File: config.mk
export PLATFORM = sky130hd
export DESIGN_NAME = seven_seg_scan_flat
export DESIGN_NICKNAME = d
export VERILOG_FILES = /design/src/rtl/compass_pkg.sv /design/src/rtl/seven_seg_scan_if.sv /design/src/rtl/seven_seg_scan_bcd_to_seg.sv /design/src/rtl/seven_seg_scan.sv /design/src/flat_wrapper.sv
export SDC_FILE = /design/constraint.sdc
export NUM_CORES = 1
export LEC_CHECK = 0
export CORE_ASPECT_RATIO = 0.6
export CORE_MARGIN = 5
export CORE_UTILIZATION = 49
export DETAILED_ROUTE_END_ITERATION = 10
export PLACE_DENSITY = 0.84
export SYNTH_ARGS = -nofsm -noshare
export SYNTH_HDL_FRONTEND = slang
export SYNTH_HIERARCHICAL = 1
export SYNTH_SLANG_ARGS = --single-unit
File: constraint.sdc
create_clock -name clk -period 2.3 [get_ports clk]
set_input_delay 0.345 -clock clk [delete_from_list [all_inputs] [get_ports clk]]
set_output_delay 0.345 -clock clk [all_outputs]
set_load 0.03 [all_outputs]
File: src/rtl/compass_pkg.sv
// Shared constants and types for the seven-segment scanner: segment patterns,
// scan slot enumeration and the packed three-digit BCD value.
package compass_pkg;

  localparam int NUM_SCAN_SLOTS = 4;

  // Active-low cathode patterns, bit 0 = segment a ... bit 6 = segment g.
  localparam logic [6:0] SEG_0     = 7'h40;
  localparam logic [6:0] SEG_1     = 7'h79;
  localparam logic [6:0] SEG_2     = 7'h24;
  localparam logic [6:0] SEG_3     = 7'h30;
  localparam logic [6:0] SEG_4     = 7'h19;
  localparam logic [6:0] SEG_5     = 7'h12;
  localparam logic [6:0] SEG_6     = 7'h02;
  localparam logic [6:0] SEG_7     = 7'h78;
  localparam logic [6:0] SEG_8     = 7'h00;
  localparam logic [6:0] SEG_9     = 7'h10;
  localparam logic [6:0] SEG_DASH  = 7'h3F;
  localparam logic [6:0] SEG_BLANK = 7'h7F;

  typedef enum logic [1:0] {
    SLOT_ONES     = 2'd0,
    SLOT_TENS     = 2'd1,
    SLOT_HUNDREDS = 2'd2,
    SLOT_BLANK    = 2'd3
  } slot_e;

  typedef struct packed {
    logic [3:0] hundreds;
    logic [3:0] tens;
    logic [3:0] ones;
  } bcd3_t;

endpackage

File: src/rtl/seven_seg_scan_if.sv
// Bundle between the BCD source / display pins and the scanner, plus debug
// visibility of the scan slot and the pending snapshot flag.
interface seven_seg_scan_if;
  import compass_pkg::*;

  // load is a valid-only strobe: the scanner is always ready, so every cycle
  // with load=1 is accepted and the last accepted value in a frame wins.
  logic [3:0] hundreds;
  logic [3:0] tens;
  logic [3:0] ones;
  logic       load;
  logic       blank_lz;
  logic [6:0] seg;
  logic       dp;
  logic [7:0] an;
  logic       frame_done;
  slot_e      dbg_slot;
  logic       dbg_pending_valid;

  modport slave (
    input  hundreds, tens, ones, load, blank_lz,
    output seg, dp, an, frame_done, dbg_slot, dbg_pending_valid
  );

  modport master (
    output hundreds, tens, ones, load, blank_lz,
    input  seg, dp, an, frame_done, dbg_slot, dbg_pending_valid
  );

endinterface

File: src/rtl/seven_seg_scan_bcd_to_seg.sv
// Combinational BCD digit to active-low segment pattern; values 10..15 show a
// dash and are never blanked.
module bcd_to_seg
  import compass_pkg::*;
(
  input  logic [3:0] digit_i,
  input  logic       blank_i,
  output logic [6:0] seg_o
);

  always_comb begin
    seg_o = SEG_DASH;
    if (digit_i > 4'd9) begin
      seg_o = SEG_DASH;
    end else if (blank_i) begin
      seg_o = SEG_BLANK;
    end else begin
      unique case (digit_i)
        4'd0:    seg_o = SEG_0;
        4'd1:    seg_o = SEG_1;
        4'd2:    seg_o = SEG_2;
        4'd3:    seg_o = SEG_3;
        4'd4:    seg_o = SEG_4;
        4'd5:    seg_o = SEG_5;
        4'd6:    seg_o = SEG_6;
        4'd7:    seg_o = SEG_7;
        4'd8:    seg_o = SEG_8;
        default: seg_o = SEG_9;
      endcase
    end
  end

endmodule

File: src/rtl/seven_seg_scan.sv
// Multiplexed 3-digit seven-segment scanner with per-slot anti-ghost blanking,
// tear-free frame-boundary digit updates and leading-zero suppression.
module seven_seg_scan
  import compass_pkg::*;
#(
  parameter int DIGIT_TICKS = 100000,
  parameter int BLANK_TICKS = 1000
) (
  input  logic           clk,
  input  logic           reset,
  seven_seg_scan_if.slave bus
);

  localparam int TW = (DIGIT_TICKS > 1) ? $clog2(DIGIT_TICKS) : 1;

  logic [TW-1:0] tick_q, tick_d;
  slot_e         slot_q, slot_d;
  bcd3_t         pend_q, pend_d;
  bcd3_t         disp_q, disp_d;
  logic          pend_valid_q, pend_valid_d;
  logic [6:0]    seg_q, seg_d;
  logic [3:0]    an_q, an_d;
  logic          fd_q, fd_d;

  logic          tick_wrap;
  logic          frame_wrap;
  bcd3_t         in_bcd;
  logic [3:0]    cur_digit;
  logic          cur_blank;
  logic          hund_blank;
  logic          tens_blank;
  logic [6:0]    enc_seg;

  assign in_bcd     = '{hundreds: bus.hundreds, tens: bus.tens, ones: bus.ones};
  assign tick_wrap  = (tick_q == TW'(DIGIT_TICKS - 1));
  assign frame_wrap = tick_wrap && (slot_q == SLOT_BLANK);

  always_ff @(posedge clk) begin
    if (reset) begin
      tick_q       <= '0;
      slot_q       <= SLOT_ONES;
      pend_q       <= '0;
      disp_q       <= '0;
      pend_valid_q <= 1'b0;
      seg_q        <= SEG_BLANK;
      an_q         <= 4'hF;
      fd_q         <= 1'b0;
    end else begin
      tick_q       <= tick_d;
      slot_q       <= slot_d;
      pend_q       <= pend_d;
      disp_q       <= disp_d;
      pend_valid_q <= pend_valid_d;
      seg_q        <= seg_d;
      an_q         <= an_d;
      fd_q         <= fd_d;
    end
  end

  // Scan sequencer: the slot only moves when the per-slot tick counter wraps.
  always_comb begin
    tick_d = tick_wrap ? '0 : tick_q + 1'b1;
    slot_d = slot_q;
    if (tick_wrap) begin
      unique case (slot_q)
        SLOT_ONES:     slot_d = SLOT_TENS;
        SLOT_TENS:     slot_d = SLOT_HUNDREDS;
        SLOT_HUNDREDS: slot_d = SLOT_BLANK;
        default:       slot_d = SLOT_ONES;
      endcase
    end
  end

  // Snapshot: a load at the frame edge bypasses pending so it is shown at once.
  always_comb begin
    pend_d       = pend_q;
    disp_d       = disp_q;
    pend_valid_d = pend_valid_q;
    if (bus.load) begin
      pend_d = in_bcd;
    end
    if (frame_wrap) begin
      pend_valid_d = 1'b0;
      if (bus.load) begin
        disp_d = in_bcd;
      end else if (pend_valid_q) begin
        disp_d = pend_q;
      end
    end else if (bus.load) begin
      pend_valid_d = 1'b1;
    end
  end

  always_comb begin
    hund_blank = bus.blank_lz && (disp_q.hundreds == 4'd0);
    tens_blank = hund_blank && (disp_q.tens == 4'd0);
    cur_digit  = 4'd0;
    cur_blank  = 1'b1;
    unique case (slot_q)
      SLOT_ONES: begin
        cur_digit = disp_q.ones;
        cur_blank = 1'b0;
      end
      SLOT_TENS: begin
        cur_digit = disp_q.tens;
        cur_blank = tens_blank;
      end
      SLOT_HUNDREDS: begin
        cur_digit = disp_q.hundreds;
        cur_blank = hund_blank;
      end
      default: begin
        cur_digit = 4'd0;
        cur_blank = 1'b1;
      end
    endcase
  end

  bcd_to_seg u_bcd_to_seg (
    .digit_i (cur_digit),
    .blank_i (cur_blank),
    .seg_o   (enc_seg)
  );

  always_comb begin
    seg_d = enc_seg;
    an_d  = 4'hF;
    if (tick_q >= TW'(BLANK_TICKS)) begin
      an_d = ~(4'b0001 << slot_q);
    end
    fd_d = frame_wrap;
  end

  assign bus.seg               = seg_q;
  assign bus.an                = {4'hF, an_q};
  assign bus.dp                = 1'b1;
  assign bus.frame_done        = fd_q;
  assign bus.dbg_slot          = slot_q;
  assign bus.dbg_pending_valid = pend_valid_q;

endmodule

File: src/flat_wrapper.sv
// flat-port wrapper written by rule: the top's interface ports become plain ports
module seven_seg_scan_flat import compass_pkg::*;
#(
  parameter int DIGIT_TICKS = 100000,
  parameter int BLANK_TICKS = 1000
)
  (clk, reset, bus_hundreds, bus_tens, bus_ones, bus_load, bus_blank_lz, bus_seg, bus_dp, bus_an, bus_frame_done, bus_dbg_slot, bus_dbg_pending_valid);
  seven_seg_scan_if bus_i ();
  input  logic clk;
  input  logic reset;
  input wire logic [$bits(bus_i.hundreds)-1:0] bus_hundreds;
  input wire logic [$bits(bus_i.tens)-1:0] bus_tens;
  input wire logic [$bits(bus_i.ones)-1:0] bus_ones;
  input wire logic [$bits(bus_i.load)-1:0] bus_load;
  input wire logic [$bits(bus_i.blank_lz)-1:0] bus_blank_lz;
  output wire logic [$bits(bus_i.seg)-1:0] bus_seg;
  output wire logic [$bits(bus_i.dp)-1:0] bus_dp;
  output wire logic [$bits(bus_i.an)-1:0] bus_an;
  output wire logic [$bits(bus_i.frame_done)-1:0] bus_frame_done;
  output wire logic [$bits(bus_i.dbg_slot)-1:0] bus_dbg_slot;
  output wire logic [$bits(bus_i.dbg_pending_valid)-1:0] bus_dbg_pending_valid;
  assign bus_i.hundreds = bus_hundreds;
  assign bus_i.tens = bus_tens;
  assign bus_i.ones = bus_ones;
  assign bus_i.load = bus_load;
  assign bus_i.blank_lz = bus_blank_lz;
  assign bus_seg = bus_i.seg;
  assign bus_dp = bus_i.dp;
  assign bus_an = bus_i.an;
  assign bus_frame_done = bus_i.frame_done;
  assign bus_dbg_slot = bus_i.dbg_slot;
  assign bus_dbg_pending_valid = bus_i.dbg_pending_valid;
  seven_seg_scan #(.DIGIT_TICKS(DIGIT_TICKS), .BLANK_TICKS(BLANK_TICKS)) u_core (.clk(clk), .reset(reset), .bus(bus_i));
endmodule
==> results.cfg <==
[global_route]
grt_antenna_before_repair = 0
grt_pass1_wl_mm = 9.35
globalRouteTotalUtil_pct = 16.5
grt_max_degree = 25
gr-total-overflow = 0
grt_pass1_vias = 1945

[cells_and_area]
utilization_pct = 63.8
insertedDiodeCount = 0
syn_to_final_growth_pct = 24.2
drive_gt1_share_pct = 22.3
layout.nets = 345
fin_area_um2 = 3270
num-fill-cells = 419

[logic_synthesis]
yosysTopAreaCell = dfxtp_1
synth_area_leaders = dfxtp_1 (43%), ha_1 (5.7%), mux2_4 (5.7%), nor2_1 (5.6%), mux2i_1 (4.9%)
async_flop_share_pct = 0
synth_common_cells = dfxtp_1 (56), nor2_1 (39), mux2i_1 (13), nand2_1 (13)
synthCells = 272
ys.warnings.count = 6
avgSynthCellArea_um2 = 9.68
netlist_area_um2 = 2630
synth_seq_area_share_pct = 42.6
ys_ff_latch = 56
ys_types = 44
synth.top_cell.area_share_pct = 42.6
yosysMostFrequentCell = dfxtp_1
synth-edff-count = 0
synth_ff_type = dfxtp_1

[power]
p_sw_share_pct = 22.2
cellInternalPower_mw = 1.38
switchingPower_mw = 0.393
irDropWorstVdd_uv = 297
power_density_nw_per_um2 = 542
seqPwrFrac_pct = 56.2
pwr-share-clk_pct = 35.6
p_comb_share_pct = 8.2
p_leak_nw = 1.35

[floorplanning]
rows = 20
die_h_um = 66.8
core_um2 = 5130
ioPinCount = 36
initial_core_util_pct = 51.3
dieArea_um2 = 6990
fp.dieW_um = 105

[drt]
drc = 0
vias = 2083
dr.pass1.iters = 5
wirelength_mm = 5.71
drt_iter0_markers = 237
viasPerCell = 5.42
drtAntennaViolNets = 0
wl_per_cell_um = 14.9

[timing]
min_period_ns = 2.24
slew_violations = 0
max_freq_ghz = 0.446
hold_violations = 0
slew_headroom_pct = 53.1
rsz0062_at_grt = true
finalCritPeriodShare_pct = 97.4
finalSetupViolations = 0
clock_skew_ns = 0.0153
hold_slack_ns = 0.520
worstMarginPinSlew_ns = 0.702

[cts]
insertion_delay_ns = 0.31
clk_pin_slew_worst_paths_ns = 0.10
cts.sinks = 56
cts_root_buf = clkbuf_8
numCtsBuffers = 5
cts-htree-levels = 2
tritoncts = built
cts_buffer_depth = 2

[setup_path]
cp-end-kind = flip-flop
critPathMaxFanout = 4
arrival_ns = 2.44
critical_path_required_ns = 2.50
critPathLaunch = u_core/bus.dbg_slot[1]
start_kind = flip-flop
r2r-start = u_core/bus.dbg_slot[1]
critPathKind = flip-flop to flip-flop

[status]
outcome = complete, no violations

[hold_path]
hp-class = flip-flop to flip-flop
min_from = u_core/pend_q[4]

[placed_design]
hpwl_mm = 4.19
dpl_cell_area_um2 = 3090
gp_congestion = 0.902
port_buffers = 30

[run]
maxCapViolCount = 0
==> placed cells by master (no fill, tap or decap), types with 2 or more instances in the layout <==
cell type and count:
o21ai_0 2, mux2_4 10, nor2_1 37, nor3_1 6
clkbuf_8 5, xnor2_1 7, dfxtp_1 54, dfxtp_4 2
or2_4 2, mux2i_1 13, ha_1 7, nor2_2 2
and4_1 3, nand3_1 6, nor2b_1 12, conb_1 5
nor4b_1 2, inv_2 3, buf_4 24, nand2_1 13
clkdlybuf4s50_1 30, or2_2 6, xor2_1 7, ha_4 3
ha_2 2, a31oi_1 2, o21bai_1 3, mux2_2 3
a222oi_1 4, a21oi_1 5, nand4_1 8, inv_1 6
nor4_1 6
==> sequential cells by signal (all words and copies together) (netlist names) <==
register and count:
u_core/disp_q 12, u_core/tick_q 17, u_core/an_q 4, u_core/bus.dbg_pending_valid 1
u_core/bus.dbg_slot 2, u_core/bus.frame_done 1, u_core/bus.seg 7, u_core/pend_q 12
==> worst max-delay path, stage by stage, from the launching register on <==
cell and delay, ns:
dfxtp_4 0.39, inv_4 0.05, ha_4 0.16, buf_4 0.15, a222oi_1 0.37, nor2_1 0.10
o21bai_4 0.20, a221oi_2 0.34, nand2_1 0.12, or2_4 0.25
==> through the flow <==
step                      power, mW  setup TNS, ns  std cells  worst slack (ns)
final                          1.77              0        384            0.0599
after global routing           1.85        -0.0729        384           -0.0373
after CTS                      1.79              0        381           0.00382
after detailed placement       1.16        -0.0130        370           -0.0130
after global placement         1.16              0        370            0.0679
after floorplan                1.11              0        276            0.0275
==> cells by family after synthesis <==
| family | synth area share (%) |
|---|---|
| DFF | 42.6 |
| adders and majority gates | 5.70 |
| buffers and inverters | 5.80 |
| and+or+nand+nor | 21.6 |
| xor gates and xnor gates | 4.66 |
| AOI/OAI and AO/OA | 7.60 |
| other | 0.142 |
| muxes | 11.9 |
==> worst paths after layout <==
path	endpoint	slack, ns	cells past startpoint
setup / recovery	u_core/bus.seg[0]	0.06	9
hold / removal	u_core/pend_q[4]	0.52	2
setup reg to reg	u_core/bus.seg[0]	0.06	9
hold reg to reg	u_core/pend_q[4]	0.52	2
==> area by class of cell <==
type | instances | area, um2 | area share (%)
multi-input cells | 190 | 1430 | 43.6
repair buffers | 54 | 480 | 14.7
well taps | 66 | 82.6 | 2.52
flip-flops and latches | 56 | 1130 | 34.5
clock inverters | 3 | 42.5 | 1.30
clock buffers | 5 | 68.8 | 2.10
inverters | 10 | 40.0 | 1.22
==> power groups by stage <==
stage / logic (mW) / registers [mW] / clock network (mW)
global route: 0.159 / 1.00 / 0.688
global placement: 0.141 / 1.02 / 0
finish: 0.146 / 0.997 / 0.631
floorplan: 0.0714 / 1.04 / 0
detailed placement: 0.145 / 1.02 / 0
CTS: 0.145 / 0.997 / 0.645
==> layer usage <==
| layer | wire length, um | GRT usage [%] |
|---|---|---|
| met1 | 2880 | 23.9 |
| met2 | 2340 | 23.8 |
| met3 | 442 | 4.65 |
| met4 | 48 | 4.78 |
| met5 | 0 | 0 |
==> timing repair <==
item	CTS	global route
hold buffers	0	0
endpoints found under the setup margin	2	6
pin swaps	4	9
cloned	0	0
setup buffers	3	3
resized for setup	1	9
(Power assumes the default switching activity.)
